<file path="config.mk">
export PLATFORM = sky130hd
export DESIGN_NAME = if_prefetch
export DESIGN_NICKNAME = d
export VERILOG_FILES = /design/src/rtl/rv32i_pkg.sv /design/src/rtl/if_fifo.sv /design/src/rtl/if_prefetch.sv
export SDC_FILE = /design/constraint.sdc
export NUM_CORES = 1
export LEC_CHECK = 0
export CORE_UTILIZATION = 30
export CTS_CLUSTER_SIZE = 40
export DETAILED_ROUTE_END_ITERATION = 10
export PLACE_DENSITY = 0.6
export SETUP_SLACK_MARGIN = 0.1
export SYNTH_ARGS = -nofsm -noshare
export SYNTH_HDL_FRONTEND = slang
export SYNTH_HIERARCHICAL = 1
export SYNTH_SLANG_ARGS = --single-unit
</file>
<file path="constraint.sdc">
create_clock -name clk -period 4.9 [get_ports clk]
set_input_delay 0.98 -clock clk [delete_from_list [all_inputs] [get_ports clk]]
set_output_delay 0.98 -clock clk [all_outputs]
set_load 0.02 [all_outputs]
</file>
<file path="src/rtl/rv32i_pkg.sv">
// Shared RV32I front-end definitions: default datapath width, fetch stride,
// reset vector and the prefetcher's fetch-control state encoding.
package rv32i_pkg;

  localparam int unsigned     XLEN_DEFAULT     = 32;
  localparam int unsigned     FETCH_STRIDE     = 4;
  localparam logic [31:0]     RESET_PC_DEFAULT = 32'h0000_0000;

  // FS_TRAP_WAIT: misaligned target seen, waiting for stale responses to drain
  // before the trap marker is queued. FS_HALTED: marker queued, no fetching.
  typedef enum logic [1:0] {
    FS_FETCH     = 2'd0,
    FS_TRAP_WAIT = 2'd1,
    FS_HALTED    = 2'd2
  } fetch_state_e;

endpackage

</file>
<file path="src/rtl/if_fifo.sv">
// Fetch queue: synchronous FIFO with flush, supports push+pop when full.
// Ports: clk, rst (async, active-high), flush (empties the queue this edge),
//        push/wdata, pop, rdata (head entry), count (occupancy), empty.
module if_fifo #(
  parameter int unsigned WIDTH = 65,
  parameter int unsigned DEPTH = 4
) (
  input  logic                       clk,
  input  logic                       rst,
  input  logic                       flush,
  input  logic                       push,
  input  logic [WIDTH-1:0]           wdata,
  input  logic                       pop,
  output logic [WIDTH-1:0]           rdata,
  output logic [$clog2(DEPTH):0]     count,
  output logic                       empty
);

  localparam int unsigned AW = $clog2(DEPTH);
  localparam int unsigned CW = AW + 1;

  logic [WIDTH-1:0] mem [DEPTH];
  logic [AW-1:0]    wr_ptr;
  logic [AW-1:0]    rd_ptr;
  logic             full;
  logic             wr_en;
  logic             rd_en;

  assign full  = (count == CW'(DEPTH));
  assign empty = (count == '0);
  // A pop frees the slot the same edge, so a full queue may still accept.
  assign wr_en = push && (!full || pop);
  assign rd_en = pop && !empty;
  assign rdata = mem[rd_ptr];

  // Storage array; contents are don't-care while empty.
  always_ff @(posedge clk) begin
    if (wr_en && !flush) mem[wr_ptr] <= wdata;
  end

  // Pointers and occupancy.
  always_ff @(posedge clk or posedge rst) begin
    if (rst) begin
      wr_ptr <= '0;
      rd_ptr <= '0;
      count  <= '0;
    end else if (flush) begin
      wr_ptr <= '0;
      rd_ptr <= '0;
      count  <= '0;
    end else begin
      if (wr_en) wr_ptr <= wr_ptr + AW'(1);
      if (rd_en) rd_ptr <= rd_ptr + AW'(1);
      case ({wr_en, rd_en})
        2'b10:   count <= count + CW'(1);
        2'b01:   count <= count - CW'(1);
        default: ;
      endcase
    end
  end

endmodule

</file>
<file path="src/rtl/if_prefetch.sv">
// Instruction-fetch prefetcher: issues sequential fetches, queues returned
// words with their PCs, drops stale responses after a redirect and turns a
// misaligned redirect target into a single trap-marker entry.
// Ports: clk, rst (async, active-high); redirect/redirect_pc (jump);
//        imem_req_valid/ready/addr (fetch request); imem_resp_valid/data
//        (in-order response); dec_valid/ready, dec_inst, dec_pc, dec_pc4,
//        dec_misaligned (decode-side head entry).
module if_prefetch
  import rv32i_pkg::*;
#(
  parameter int unsigned      XLEN       = XLEN_DEFAULT,
  parameter int unsigned      DEPTH      = 4,
  parameter logic [XLEN-1:0]  RESET_PC   = XLEN'(RESET_PC_DEFAULT),
  parameter int unsigned      ALIGN_BITS = 2
) (
  input  logic              clk,
  input  logic              rst,
  input  logic              redirect,
  input  logic [XLEN-1:0]   redirect_pc,
  output logic              imem_req_valid,
  output logic [XLEN-1:0]   imem_req_addr,
  input  logic              imem_req_ready,
  input  logic              imem_resp_valid,
  input  logic [XLEN-1:0]   imem_resp_data,
  output logic              dec_valid,
  input  logic              dec_ready,
  output logic [XLEN-1:0]   dec_inst,
  output logic [XLEN-1:0]   dec_pc,
  output logic [XLEN-1:0]   dec_pc4,
  output logic              dec_misaligned
);

  localparam int unsigned     CW         = $clog2(DEPTH) + 1;
  localparam int unsigned     EW         = 2 * XLEN + 1;
  localparam logic [XLEN-1:0] STRIDE     = XLEN'(FETCH_STRIDE);
  localparam logic [XLEN-1:0] ALIGN_MASK = XLEN'((64'd1 << ALIGN_BITS) - 64'd1);
  localparam logic [CW:0]     DEPTH_W    = (CW + 1)'(DEPTH);

  fetch_state_e     state;
  fetch_state_e     state_n;
  logic [XLEN-1:0]  fetch_pc;
  logic [XLEN-1:0]  resp_pc;
  logic [CW-1:0]    outstanding;
  logic [CW-1:0]    drop_cnt;
  logic [CW-1:0]    occupancy;
  logic [CW:0]      inflight;
  logic             halted;
  logic             trap_push;
  logic             target_misaligned;
  logic             accept;
  logic             resp_keep;
  logic             push;
  logic             pop;
  logic             fifo_empty;
  logic [EW-1:0]    push_entry;
  logic [EW-1:0]    head_entry;

  assign target_misaligned = (redirect_pc & ALIGN_MASK) != '0;
  // Queue slots are reserved for every in-flight request so a response can
  // always be pushed.
  assign inflight  = {1'b0, occupancy} + {1'b0, outstanding};
  assign accept    = imem_req_valid && imem_req_ready;
  assign resp_keep = imem_resp_valid && !redirect && (drop_cnt == '0);
  assign push      = resp_keep || trap_push;
  assign pop       = dec_ready && !fifo_empty;
  assign push_entry = resp_keep ? {imem_resp_data, resp_pc, 1'b0}
                                : {{XLEN{1'b0}}, resp_pc, 1'b1};

  // Fetch-control state register.
  always_ff @(posedge clk or posedge rst) begin
    if (rst) state <= FS_FETCH;
    else     state <= state_n;
  end

  // Next-state: every redirect restarts; a pending trap waits for the drain.
  always_comb begin
    state_n = state;
    if (redirect) begin
      state_n = target_misaligned ? FS_TRAP_WAIT : FS_FETCH;
    end else if ((state == FS_TRAP_WAIT) && (drop_cnt == '0)) begin
      state_n = FS_HALTED;
    end
  end

  // Control outputs derived from state.
  always_comb begin
    halted         = (state != FS_FETCH);
    trap_push      = (state == FS_TRAP_WAIT) && (drop_cnt == '0) && !redirect;
    imem_req_valid = !rst && !redirect && !halted && (inflight < DEPTH_W);
  end

  // Fetch PC, PC of the next kept response, in-flight and drop counters.
  always_ff @(posedge clk or posedge rst) begin
    if (rst) begin
      fetch_pc    <= RESET_PC;
      resp_pc     <= RESET_PC;
      outstanding <= '0;
      drop_cnt    <= '0;
    end else begin
      if (redirect)    fetch_pc <= redirect_pc;
      else if (accept) fetch_pc <= fetch_pc + STRIDE;

      // Responses come back in order, so the next kept one belongs to the
      // oldest live request: redirect target, then successive strides.
      if (redirect)       resp_pc <= redirect_pc;
      else if (resp_keep) resp_pc <= resp_pc + STRIDE;

      case ({accept, imem_resp_valid})
        2'b10:   outstanding <= outstanding + CW'(1);
        2'b01:   outstanding <= outstanding - CW'(1);
        default: ;
      endcase

      // Everything still in flight at a redirect is stale.
      if (redirect) begin
        drop_cnt <= imem_resp_valid ? outstanding - CW'(1) : outstanding;
      end else if (imem_resp_valid && (drop_cnt != '0)) begin
        drop_cnt <= drop_cnt - CW'(1);
      end
    end
  end

  if_fifo #(
    .WIDTH (EW),
    .DEPTH (DEPTH)
  ) u_fifo (
    .clk   (clk),
    .rst   (rst),
    .flush (redirect),
    .push  (push),
    .wdata (push_entry),
    .pop   (pop),
    .rdata (head_entry),
    .count (occupancy),
    .empty (fifo_empty)
  );

  assign imem_req_addr  = fetch_pc;
  assign dec_valid      = !fifo_empty;
  assign dec_inst       = head_entry[EW-1 -: XLEN];
  assign dec_pc         = head_entry[XLEN:1];
  assign dec_misaligned = dec_valid && head_entry[0];
  assign dec_pc4        = dec_pc + STRIDE;

endmodule

</file>
### Yosys cells after proc, flatten, opt, wreduce, memory -nomap -nowiden

Memory sizes are Yosys's and may differ from the RTL's.
Index checks and enable logic that the tools add are counted.

| storage, ports and cells | value |
|---|---|
| input bits | 70 |
| register bits after elaboration | 79 |
| RAM bits | 260 |
| output and inout bits | 131 |
| memories | 1 |

Memory list:

| memory | depth | width | read ports | clocked after memory_dff | wr ports | RTL line | source |
|---|---|---|---|---|---|---|---|
| u_fifo.mem | 4 | 65 | 1 | 0 | 1 | if_fifo.sv:22 | `logic [WIDTH-1:0] mem [DEPTH];` |

| cells by class | value |
|---|---|
| reductions and logical operators | 34 |
| add/sub/neg operators | 11 |
| multiplexer cells | 20 |
| equal/unequal tests | 6 |
| order comparisons | 1 |

Operators with widths:

| cell | count |
|---|---|
| $mux 32 | 4 |
| $add 32x3->32 const B | 3 |
| $mux 65 | 1 |
| $reduce_bool 32->1 | 1 |
| $reduce_bool 2->1 | 8 |
| $logic_and 1x1->1 | 14 |
| $mux 2 | 6 |
| $mux 3 | 4 |
| $pmux 3 s2 | 2 |
| $sub 3x1->3 const B | 3 |
| $add 3x1->3 const B | 2 |
| $eq 2x1->1 const B | 3 |
| $logic_not 3->1 | 2 |
| $reduce_bool 3->1 | 2 |
| $logic_not 1->1 | 5 |
| $add 2x1->2 const B | 2 |
| $add 3x3->4 | 1 |
| $eq 2x2->1 const B | 2 |
| $lt 4x3->1 const B | 1 |
| $eq 3x3->1 const B | 1 |
| $mux 1 | 3 |
| $logic_or 1x1->1 | 2 |

### Depth between registers and ports, before layout

Gate-level depths: netlist (run 1).

| depth | value |
|---|---|
| depth after elaboration | 8 |
| gate-level depth with buffers | 11 |
| gate-level depth less buffers | 10 |

### Modules after synthesis

Netlist (run 1), hierarchy kept.

Modules (own cells, without submodules):

| module | times used | cells an instance | area an instance (sq um) |
|---|---|---|---|
| if_fifo | 1 | 401 | 9940.8 |
| if_prefetch | 1 | 577 | 4947.2 |

### Worst setup path after synthesis (run 1)

Ideal clock, no wire load.

| path | value |
|---|---|
| kind | in2reg |
| start | input port redirect |
| end | memory u_fifo.mem[0][0], enable pin |
| arrival time | 3.790 ns |
| library setup time | 0.430 ns |
| setup slack | 0.680 ns |
| stages | 8 |
| buffers on the path | 4 |
| path through | buf_2 > buf_1 > clkbuf_1 > nor3_1 > buf_6 > inv_1 > nor3_1 > and2_1 |

| on the way | value |
|---|---|
| cells in the longest elaborated chain, start to end | 8 |

RTL lines:

| item | RTL line | source |
|---|---|---|
| from (decl) | if_prefetch.sv:18 | `input logic redirect,` |
| $logic_not 1->1 * | if_prefetch.sv:63, if_prefetch.sv:88 |  |
| $logic_and 1x1->1 (2 in series) | if_prefetch.sv:63 | `assign resp_keep = imem_resp_valid && !redirect && (drop_cnt == '0);` |
| $logic_or 1x1->1 * | if_prefetch.sv:64 | `assign push = resp_keep \|\| trap_push;` |
| via push | if_prefetch.sv:52 | `logic push;` |
| $logic_and 1x1->1 * | if_fifo.sv:32 | `assign wr_en = push && (!full \|\| pop);` |
| $logic_and 1x1->1 * | if_fifo.sv:38 | `if (wr_en && !flush) mem[wr_ptr] <= wdata;` |
| $mux 1 * | if_fifo.sv:38 |  |
| $mux 1 (implied by the code) * | if_fifo.sv:38 |  |
| to (decl) | if_fifo.sv:22 |  |

Mark *: on every way through the listed nets, which the timed path passes. The rest lies on a longest branch.

### Final worst setup path (run 1)

| path | value |
|---|---|
| start | register u_fifo.rd_ptr[0] |
| end | output port dec_pc4[21] |

| on the way | value |
|---|---|
| cells in the longest elaborated chain, start to end | 2 |

RTL lines:

| item | RTL line | source |
|---|---|---|
| from (decl) | if_fifo.sv:24 | `logic [AW-1:0] rd_ptr;` |
| from (signal assigned) | if_fifo.sv:53 | `if (rd_en) rd_ptr <= rd_ptr + AW'(1);` |
| $mem_v2 4x65 | - |  |
| $add 32x3->32 | if_prefetch.sv:143 | `assign dec_pc4 = dec_pc + STRIDE;` |
| to (decl) | if_prefetch.sv:29 | `output logic [XLEN-1:0] dec_pc4,` |

No other way between the ends.

==> flow_metrics.env, run 1 <==
export IMPL_placed_area_um2=17710
export IMPL_synth_area_um2=14890
export IMPL_syn_instance_count=978
export IMPL_cts_root_buf="clkbuf_16"
export IMPL_dp_hpwl_um=25070
export IMPL_die_h_um=224.8
export IMPL_first_pass_iters=5
export IMPL_wl_per_cell_um=19.73
export IMPL_min_to="u_fifo/mem[2][2]$_DFFE_PP_"
export IMPL_critPathKind="flip-flop to output pin"
export IMPL_hp_class="flip-flop to flip-flop"
export IMPL_die_area_um2=50520
export IMPL_core_um2=48950
export IMPL_die_w_um=224.8
export IMPL_power_leakage_nw=6.419
export IMPL_final_layout_size_suffix_gt1_share_pct=15.77
export IMPL_critPathLaunchType="flip-flop"
export IMPL_ys_seq_area_share_pct=65.72
export IMPL_synthXorXnorAreaFrac_pct=4.236
export IMPL_finalInstanceArea_um2=19030
export IMPL_avgSynthCellArea_um2=15.22
export IMPL_crit_arrival_ns=3.69
export IMPL_cts_sinks=339
export IMPL_synth_edff_count=260
export IMPL_synth_compound_area_share_pct=4.160
export IMPL_slew_viol_final=0
export IMPL_total_power_mw=6.998
export IMPL_grt_pass1_vias=9261
export IMPL_start_util_pct=30.41
export IMPL_ys_types=62
export IMPL_routed_wl_um=37390
export IMPL_tightest_slew_ns=0.6706
export IMPL_fin_tns_setup_ns=0
export IMPL_synthesis_nets=1063
export IMPL_synth_area_mux_share_pct=10.95
export IMPL_numCtsBuffers=38
export IMPL_yosys_warnings=6
export IMPL_viasPerCell=4.868
export IMPL_synth_top_family_by_area="simple AND/OR/NAND/NOR gates"
export IMPL_routabilityCongestion=0.8014
export IMPL_slew_headroom_pct=55.29
export IMPL_cp_max_fo=7
export IMPL_power_density_nw_per_um2=367.8
export IMPL_cap_violations=0
export IMPL_rr_endpoint="u_fifo/mem[3][16]$_DFFE_PP_"
export IMPL_outcome="finished, final reports clean"
export IMPL_rows=81
export IMPL_finalCritPeriodShare_pct=95.33
export IMPL_worst_r2r_path_depth=9
export IMPL_ir_worst_vdd_v=0.0001808
export IMPL_clockBufferDepth=3
export IMPL_yosys_area_share_simple_pct=10.98
export IMPL_final_core_util_pct=38.87
export IMPL_async_flop_share_pct=23.30
export IMPL_fin_worst_skew_ns=0.01946
export IMPL_synth_flop_cell="edfxtp_1"
export IMPL_drt_iter0_markers=622
export IMPL_grt_usage_pct=14.65
export IMPL_clk_pin_slew_ns=0.06
export IMPL_r2r_slack_ns=1.90
export IMPL_worstHoldPathCells=0
export IMPL_ant_nets=0
export IMPL_fmax_mhz=214.1
export IMPL_cp_end_kind="output pin"
export IMPL_setup_viol=0
export IMPL_areaGrowthSynthToFinish_pct=27.80
export IMPL_num_vias=9225
export IMPL_rsz0062_at_grt="yes"
export IMPL_io_buffer_count=200
export IMPL_cts_tree="done"
export IMPL_grt_remaining_overflow=0
export IMPL_drc_errors=0
export IMPL_grt_pass1_wl_um=56050
export IMPL_hold_violations=0
export IMPL_cp_required_ns=3.92
export IMPL_hp_start="resp_pc[1]$_DFFE_PP0P_"
export IMPL_ios=201
export IMPL_finalCriticalPeriod_ns=4.671
export IMPL_ys_seq_elements=339
export IMPL_clk_latency_ns=0.54
export IMPL_synth_adder_area_share_pct=1.311
export IMPL_grt_max_degree=68
export IMPL_antenna_found_initial=0
export IMPL_htree_levels=2
export IMPL_worst_r2r_startpoint="drop_cnt[0]$_DFFE_PP0P_"
export IMPL_nets=1287
==> layout make-up <==
cell class / count / area, um2
multi-input cells: 559 / 4736
clock buffers: 42 / 975.9
repair buffers: 229 / 2302
inverters: 35 / 131.4
clock inverters: 26 / 256.5
fillers: 4555 / 29920
flip-flops and latches: 339 / 9792
well taps: 664 / 830.8
diodes: 1 / 2.502
==> power breakdown <==
| part | internal [mW] | switching [mW] |
|---|---|---|
| clock network | 1.66 | 1.18 |
| logic | 0.344 | 0.416 |
| registers | 3.24 | 0.157 |
==> logic make-up (layout without fill, tap and decap cells) <==
group,after synthesis,after routing
adders and majority gates,15,15
muxes,80,80
DFF,339,339
other,0,1
xor gates and xnor gates,72,72
buffers and inverters,80,332
AOI/OAI and AO/OA,98,98
and+or+nand+nor,294,294
==> what timing repair did <==
| item | 4_1_cts | 5_1_grt |
|---|---|---|
| resized for setup | 1 | 7 |
| hold buffers | 0 | 0 |
| setup endpoints to repair | 10 | 9 |
| buffers inserted | 1 | 3 |
==> sequential cells by signal, summed over array words and instances, names as in the netlist <==
name           count
u_fifo/mem       260
outstanding        3
u_fifo/count       3
u_fifo/rd_ptr      2
imem_req_addr     32
u_fifo/wr_ptr      2
resp_pc           32
state              2
drop_cnt           3
==> critical path, stage by stage (launching register included) <==
cell and delay [ns]:
dfrtp_4 0.56, buf_4 0.21, buf_4 0.14, mux4_2 0.39
nand2_1 0.09, or4_1 0.58, nor4_1 0.35, xor2_1 0.19
clkdlybuf4s50_1 0.64
==> synthesized netlist by cell type, types with 3 or more instances <==
cell type / n / area [um2]
ha_1: 14 / 175.2
nor2_1: 39 / 146.4
a31oi_1: 3 / 18.77
mux4_2: 65 / 1464
buf_4: 6 / 45.04
o21ai_0: 34 / 170.2
o21ai_1: 8 / 40.04
and3_1: 13 / 81.33
and4_1: 7 / 61.31
nand3b_1: 3 / 22.52
o211ai_1: 15 / 112.6
buf_1: 3 / 11.26
mux2_2: 12 / 135.1
a21oi_1: 13 / 65.06
clkbuf_1: 15 / 56.30
buf_6: 7 / 78.83
nand4_1: 24 / 150.1
dfrtp_1: 79 / 1977
xor2_1: 38 / 332.8
nor3_1: 11 / 55.05
buf_2: 13 / 65.06
inv_1: 33 / 123.9
nand2_1: 62 / 232.7
xnor2_1: 34 / 297.8
nor4_1: 6 / 37.54
or2_2: 3 / 18.77
edfxtp_1: 260 / 7807
and2_1: 42 / 262.8
or3_1: 3 / 18.77
or4_1: 10 / 75.07
nand2b_1: 3 / 18.77
o311ai_0: 3 / 26.28
o31a_1: 7 / 61.31
nand3_1: 53 / 265.3
==> through the flow <==
step           hold slack (ns)  setup slack (ns)  std cells
2_1_floorplan           0.4760            0.6802        978
3_3_place_gp            0.5008            0.6583       1822
3_5_place_dp            0.5149            0.5818       1822
4_1_cts                 0.5351            0.1063       1891
5_1_grt                 0.5557           0.07125       1894
6_report                0.5245            0.2290       1895
==> per-layer routing <==
metal	GRT usage, %	up-vias	share of wire, %
met3	3.436	39	6.0
met1	20.45	4712	46
met2	22.86	277	47
li1	-	4197	-
met5	0	-	0
met4	3.884	0	1.7
==> cells in the final DEF (no fill, tap or decap), types with 23 or more instances in the layout <==
cell type,instances
clkdlybuf4s50_1,195
xor2_1,38
nand3_1,53
inv_1,32
mux4_2,65
buf_4,23
nand2_1,62
nand4_1,24
dfrtp_1,77
o21ai_0,34
clkbuf_16,38
edfxtp_1,260
xnor2_1,34
nor2_1,37
and2_1,38
==> worst max-delay path by stage <==
stage | to | slack (ns) | depth (start not counted) | from
after floorplan | u_fifo/mem[0][0]$_DFFE_PP_ | 0.68 | 8 | redirect
after global placement | dec_pc4[31] | 0.66 | 7 | u_fifo/rd_ptr[0]$_DFFE_PP0P_
after detailed placement | dec_pc4[30] | 0.58 | 8 | u_fifo/rd_ptr[0]$_DFFE_PP0P_
after CTS | dec_pc4[30] | 0.11 | 8 | u_fifo/rd_ptr[0]$_DFFE_PP0P_
after global routing | dec_pc4[21] | 0.07 | 7 | u_fifo/rd_ptr[0]$_DFFE_PP0P_
final | dec_pc4[21] | 0.23 | 8 | u_fifo/rd_ptr[0]$_DFFE_PP0P_
(Power assumes the default switching activity.)
==> run 2: changes to the inputs <==
MAX_ROUTING_LAYER = met4   (was default)
clock period = 4.35 ns   (was 4.9 ns; I/O delays follow)
==> run 2 against run 1 <==
- via count shrank 1.2%
- worst hold slack got worse by 0.0028 ns
- routed wire length is 1.4% lower
- clock power increased by 14%
- critical path depth is the same
- register-to-register slack worse by 0.58 ns
- largest cell class unchanged
- largest power group unchanged
- highest routed layer unchanged
==> flow_metrics.env, run 2 (same netlist as run 1, synthesis figures left out) <==
export IMPL_outcome="finished, final reports clean"
export IMPL_core_um2=48950
export IMPL_grt_pass1_vias=9182
export IMPL_crit_arrival_ns=3.27
export IMPL_clk_latency_ns=0.54
export IMPL_die_area_um2=50520
export IMPL_cpPeakStageDelay_ns=0.59
export IMPL_cts_sinks=339
export IMPL_worstPathBufferInverterCount=2
export IMPL_grt_remaining_overflow=0
export IMPL_finalCritPeriodShare_pct=95.24
export IMPL_cp_required_ns=3.48
export IMPL_cts_tree="done"
export IMPL_rows=81
export IMPL_crit_family="simple AND/OR/NAND/NOR gates"
export IMPL_r2r_slack_ns=1.32
export IMPL_grt_max_degree=70
export IMPL_wl_per_cell_um=19.42
export IMPL_cp_max_fo=11
export IMPL_path_cells="buf_4 > mux4_2 > nand4_1 > or4_4 > nor2_4 > nand3_1 > xnor2_1 > dlygate4sd2_1"
export IMPL_fin_worst_skew_ns=0.01660
export IMPL_cts_root_buf="clkbuf_16"
export IMPL_dp_cells=1823
export IMPL_ant_nets=0
export IMPL_power_leakage_nw=6.409
export IMPL_setup_viol=0
export IMPL_nets=1291
export IMPL_p_comb_share_pct=10.7
export IMPL_cap_violations=0
export IMPL_layout_commonest_cell="edfxtp_1"
export IMPL_startpoint="u_fifo/rd_ptr[0]$_DFFE_PP0P_"
export IMPL_rr_endpoint="u_fifo/mem[2][35]$_DFFE_PP_"
export IMPL_cp_endpoint="dec_pc4[25]"
export IMPL_ir_worst_vdd_v=0.0002005
export IMPL_drt_iter0_markers=620
export IMPL_routed_wl_um=36850
export IMPL_worst_path_max_delay_cell="or4_4"
export IMPL_antenna_found_initial=0
export IMPL_start_util_pct=30.41
export IMPL_first_pass_iters=5
export IMPL_dp_hpwl_um=24920
export IMPL_clockBufferDepth=3
export IMPL_worst_r2r_path_depth=8
export IMPL_slew_viol_final=0
export IMPL_htree_levels=2
export IMPL_crit_cells=8
export IMPL_worst_r2r_startpoint="drop_cnt[0]$_DFFE_PP0P_"
export IMPL_final_layout_size_suffix_gt1_share_pct=16.71
export IMPL_dp_slack_ns=0.2109
export IMPL_regMostFlops="u_fifo/mem"
export IMPL_mostFrequentLayoutCells="edfxtp_1, clkdlybuf4s50_1, dfrtp_1"
export IMPL_slew_headroom_pct=45.54
export IMPL_rsz0062_at_grt="no"
export IMPL_routabilityCongestion=0.8095
export IMPL_ios=201
export IMPL_grt_usage_pct=14.91
export IMPL_grt_pass1_wl_um=55190
export IMPL_critPathLaunchType="flip-flop"
export IMPL_layout_cells_non_filler=1898
export IMPL_holdBufCountCts=0
export IMPL_placed_area_um2=17740
export IMPL_viasPerCell=4.802
export IMPL_fin_tns_setup_ns=0
export IMPL_critPathKind="flip-flop to output pin"
export IMPL_fmax_mhz=241.4
export IMPL_power_density_nw_per_um2=415.7
export IMPL_numCtsBuffers=39
export IMPL_hp_class="flip-flop to flip-flop"
export IMPL_cp_end_kind="output pin"
export IMPL_largest_reg_flops=260
export IMPL_pwr_share_seq_pct=48.4
export IMPL_die_w_um=224.8
export IMPL_finalCriticalPeriod_ns=4.143
export IMPL_io_buffer_count=200
export IMPL_worst_slack_ns=0.2071
export IMPL_final_core_util_pct=38.90
export IMPL_drc_errors=0
export IMPL_whs_ns=0.5218
export IMPL_areaGrowthSynthToFinish_pct=27.91
export IMPL_total_power_mw=7.916
export IMPL_hold_violations=0
export IMPL_clk_pin_slew_ns=0.06
export IMPL_p_sw_mw=1.972
export IMPL_finalInstanceArea_um2=19040
export IMPL_p_clk_share_pct=40.9
export IMPL_tightest_slew_ns=0.8169
export IMPL_p_int_mw=5.945
export IMPL_num_vias=9114
export IMPL_die_h_um=224.8
export IMPL_p_sw_share_pct=24.91
==> run 2: changes by cell type in the layout (fill, tap and decap cells not counted), sizes merged <==
cell / delta
clkdlybuf4s50: -15
dlygate4sd2: +13
clkbuf: +10
clkinv: -9
clkinvlp: +5
dlymetal6s2s: -4
buf: +3
bufinv: -1
inv: +1
==> run 2: power by group through the flow <==
stage / combinational, mW / sequential [mW] / clock [mW]
global route: 0.935 / 3.85 / 3.44
floorplan: 0.471 / 3.87 / 0
detailed placement: 0.867 / 3.90 / 0
finish: 0.851 / 3.83 / 3.24
global placement: 0.854 / 3.89 / 0
CTS: 0.866 / 3.83 / 3.33
==> run 2: area by class of cell <==
cell class,instances,area [um2]
multi-input cells,559,4753
well taps,664,830.8
diodes,1,2.502
clock buffers,46,1045
fillers,4584,29910
flip-flops and latches,339,9789
clock inverters,22,221.5
repair buffers,232,2270
inverters,35,131.4
==> run 2: routing by layer <==
metal | share of wire (%) | GRT usage [%] | wire [um] | up-vias
met5 | 0 | - | 0 | -
met4 | 1.9 | 4.016 | 694 | 0
met3 | 5.9 | 3.566 | 2169 | 51
met2 | 46 | 22.52 | 17050 | 237
met1 | 46 | 20.06 | 16940 | 4616
li1 | - | - | - | 4210
==> run 2: how the worst min path moves through the flow <==
stage	startpoint	endpoint	slack [ns]	cells past startpoint
2_1_floorplan	resp_pc[0]$_DFFE_PP0P_	u_fifo/mem[0][1]$_DFFE_PP_	0.48	0
3_3_place_gp	resp_pc[0]$_DFFE_PP0P_	u_fifo/mem[3][1]$_DFFE_PP_	0.50	0
3_5_place_dp	resp_pc[0]$_DFFE_PP0P_	u_fifo/mem[3][1]$_DFFE_PP_	0.52	0
4_1_cts	resp_pc[0]$_DFFE_PP0P_	u_fifo/mem[3][1]$_DFFE_PP_	0.52	0
5_1_grt	resp_pc[0]$_DFFE_PP0P_	u_fifo/mem[2][1]$_DFFE_PP_	0.54	0
6_report	resp_pc[0]$_DFFE_PP0P_	u_fifo/mem[2][1]$_DFFE_PP_	0.52	0
==> run 2: timing repair <==
item,CTS,global route
buffers inserted,2,4
resized for setup,26,13
endpoints found under the setup margin,19,7
pin swaps,1,0
hold endpoints to repair,0,0
==> run 2: worst reg2reg max path, delay by kind of cell, from the launching register on <==
family | cells | cell delay [ns]
buffers and inverters | 3 | 0.56
DFF | 1 | 0.35
adders and majority gates | 1 | 0.27
and+or+nand+nor | 4 | 1.49
==> run 3: changes to the inputs <==
CTS_BUF_LIST = sky130_fd_sc_hd__clkbuf_8   (was default)
==> run 3 against run 2 <==
- utilization hardly changed
- largest cell class unchanged
- setup slack worse by 0.027 ns
- largest power group unchanged
- design area hardly changed
- count of clock-buffer cells in the layout is 17 higher
==> flow_metrics.env, run 3 (same netlist as run 1, synthesis figures left out) <==
export IMPL_placed_area_um2=17740
export IMPL_fin_worst_skew_ns=0.02105
export IMPL_nets=1316
export IMPL_grt_max_degree=70
export IMPL_routabilityCongestion=0.8095
export IMPL_drc_errors=0
export IMPL_power_leakage_nw=6.513
export IMPL_cts_sinks=339
export IMPL_rows=81
export IMPL_htree_levels=2
export IMPL_worst_slack_ns=0.1800
export IMPL_start_util_pct=30.41
export IMPL_finalCritPeriodShare_pct=95.86
export IMPL_clockBufferDepth=3
export IMPL_layout_commonest_cell="edfxtp_1"
export IMPL_wl_per_cell_um=19.26
export IMPL_fillers=4609
export IMPL_hp_class="flip-flop to flip-flop"
export IMPL_numCtsBuffers=58
export IMPL_areaGrowthSynthToFinish_pct=27.94
export IMPL_setup_viol=0
export IMPL_power_density_nw_per_um2=402.4
export IMPL_finalCriticalPeriod_ns=4.170
export IMPL_regMostFlops="u_fifo/mem"
export IMPL_viasPerCell=4.791
export IMPL_path_cells="buf_4 > buf_6 > mux4_2 > and4_4 > nand4_1 > or2_4 > nor2_1 > xor2_1 > clkdlybuf4s15_2"
export IMPL_holdBufCountCts=0
export IMPL_cts_root_buf="clkbuf_8"
export IMPL_cp_required_ns=3.48
export IMPL_rsz0062_at_grt="yes"
export IMPL_grt_usage_pct=15.09
export IMPL_routed_wl_um=37370
export IMPL_cp_end_kind="output pin"
export IMPL_total_power_mw=7.666
export IMPL_cpPeakStageDelay_ns=0.55
export IMPL_cts_tree="done"
export IMPL_antenna_found_initial=1
export IMPL_tightest_slew_ns=0.8185
export IMPL_die_h_um=224.8
export IMPL_slew_headroom_pct=45.43
export IMPL_ant_nets=0
export IMPL_first_pass_iters=5
export IMPL_grt_pass1_wl_um=55970
export IMPL_ios=201
export IMPL_whs_ns=0.5227
export IMPL_fin_tns_setup_ns=0
export IMPL_grt_pass1_vias=9424
export IMPL_mostFrequentLayoutCells="edfxtp_1, clkdlybuf4s50_1, dfrtp_1"
export IMPL_worst_path_max_delay_cell="dfrtp_4"
export IMPL_crit_arrival_ns=3.30
export IMPL_hold_violations=0
export IMPL_ir_worst_vdd_v=0.0001908
export IMPL_critPathKind="flip-flop to output pin"
export IMPL_dp_slack_ns=0.2109
export IMPL_cp_max_fo=12
export IMPL_die_area_um2=50520
export IMPL_core_um2=48950
export IMPL_outcome="finished, final reports clean"
export IMPL_die_w_um=224.8
export IMPL_dp_hpwl_um=24920
export IMPL_final_layout_size_suffix_gt1_share_pct=18.90
export IMPL_io_buffer_count=200
export IMPL_fmax_mhz=239.8
export IMPL_clk_pin_slew_ns=0.06
export IMPL_slew_viol_final=0
export IMPL_critPathLaunchType="flip-flop"
export IMPL_clk_latency_ns=0.64
export IMPL_drt_iter0_markers=488
export IMPL_cap_violations=0
export IMPL_finalInstanceArea_um2=19050
export IMPL_num_vias=9294
export IMPL_grt_remaining_overflow=0
export IMPL_largest_reg_flops=260
run 3: cell types whose count changed in the layout (fill, tap and decap cells not counted), sizes merged:
cell and delta:
buf +9, bufinv +2, clkbuf +14, clkdlybuf4s15 +6, clkdlybuf4s50 -1, clkinv +6
clkinvlp -6, dlygate4sd2 -5, inv +17
run 3: path summary, 6_finish.rpt:
kind	from	endpoint	slack [ns]	cells after the start
max reg2reg	drop_cnt[0]$_DFFE_PP0P_	u_fifo/mem[2][34]$_DFFE_PP_	1.30	8
min in group asynchronous	rst	u_fifo/count[2]$_DFFE_PP0P_	0.62	2
max	u_fifo/rd_ptr[0]$_DFFE_PP0P_	dec_pc4[30]	0.18	9
min reg2reg	resp_pc[1]$_DFFE_PP0P_	u_fifo/mem[0][2]$_DFFE_PP_	0.52	0
max in group asynchronous	rst	imem_req_addr[27]$_DFFE_PP0P_	2.81	3
min	resp_pc[1]$_DFFE_PP0P_	u_fifo/mem[0][2]$_DFFE_PP_	0.52	0
run 3: report_power, final:
group / leakage, nW / total [mW] / internal, mW / switching, mW
clock: 0.659 / 2.98 / 1.64 / 1.34
combinational: 2.62 / 0.854 / 0.385 / 0.469
sequential: 3.24 / 3.83 / 3.66 / 0.176
run 3: per-layer routing:
metal | share of wire (%) | up-vias | wire length [um] | global-route usage (%)
met3 | 5.8 | 61 | 2171 | 3.710
met2 | 47 | 255 | 17410 | 22.78
met4 | 2.0 | 0 | 741 | 4.674
met5 | 0 | - | 0 | -
met1 | 46 | 4707 | 17050 | 20.02
li1 | - | 4271 | - | -
run 3: cell type report:
type	count	area (um2)	area share [%]
flip-flops and latches	339	9789	51.39
multi-input cells	559	4766	25.02
repair buffers	238	2332	12.24
clock buffers	63	867.1	4.552
well taps	664	830.8	4.362
clock inverters	41	329.1	1.728
inverters	35	131.4	0.6897
diodes	1	2.502	0.01314
run 3: stage by stage:
stage	util, %	std cells
after global placement	36.24	1823
final	38.91	1940
after detailed placement	36.24	1823
after global routing	38.91	1940
after floorplan	-	978
after CTS	38.78	1931
run 3: what timing repair did:
| item | CTS | global route |
|---|---|---|
| buffers inserted | 4 | 8 |
| endpoints found under the setup margin | 20 | 15 |
| pin swaps | 3 | 2 |
| resized for setup | 55 | 7 |
run 3: worst max-delay path: cells and delay by family, from the launching register on:
family	cells	cell delay (ns)
AND/OR/NAND/NOR	4	0.88
multiplexers	1	0.42
buffers and inverters	3	0.65
flip-flops	1	0.55
XOR/XNOR	1	0.16
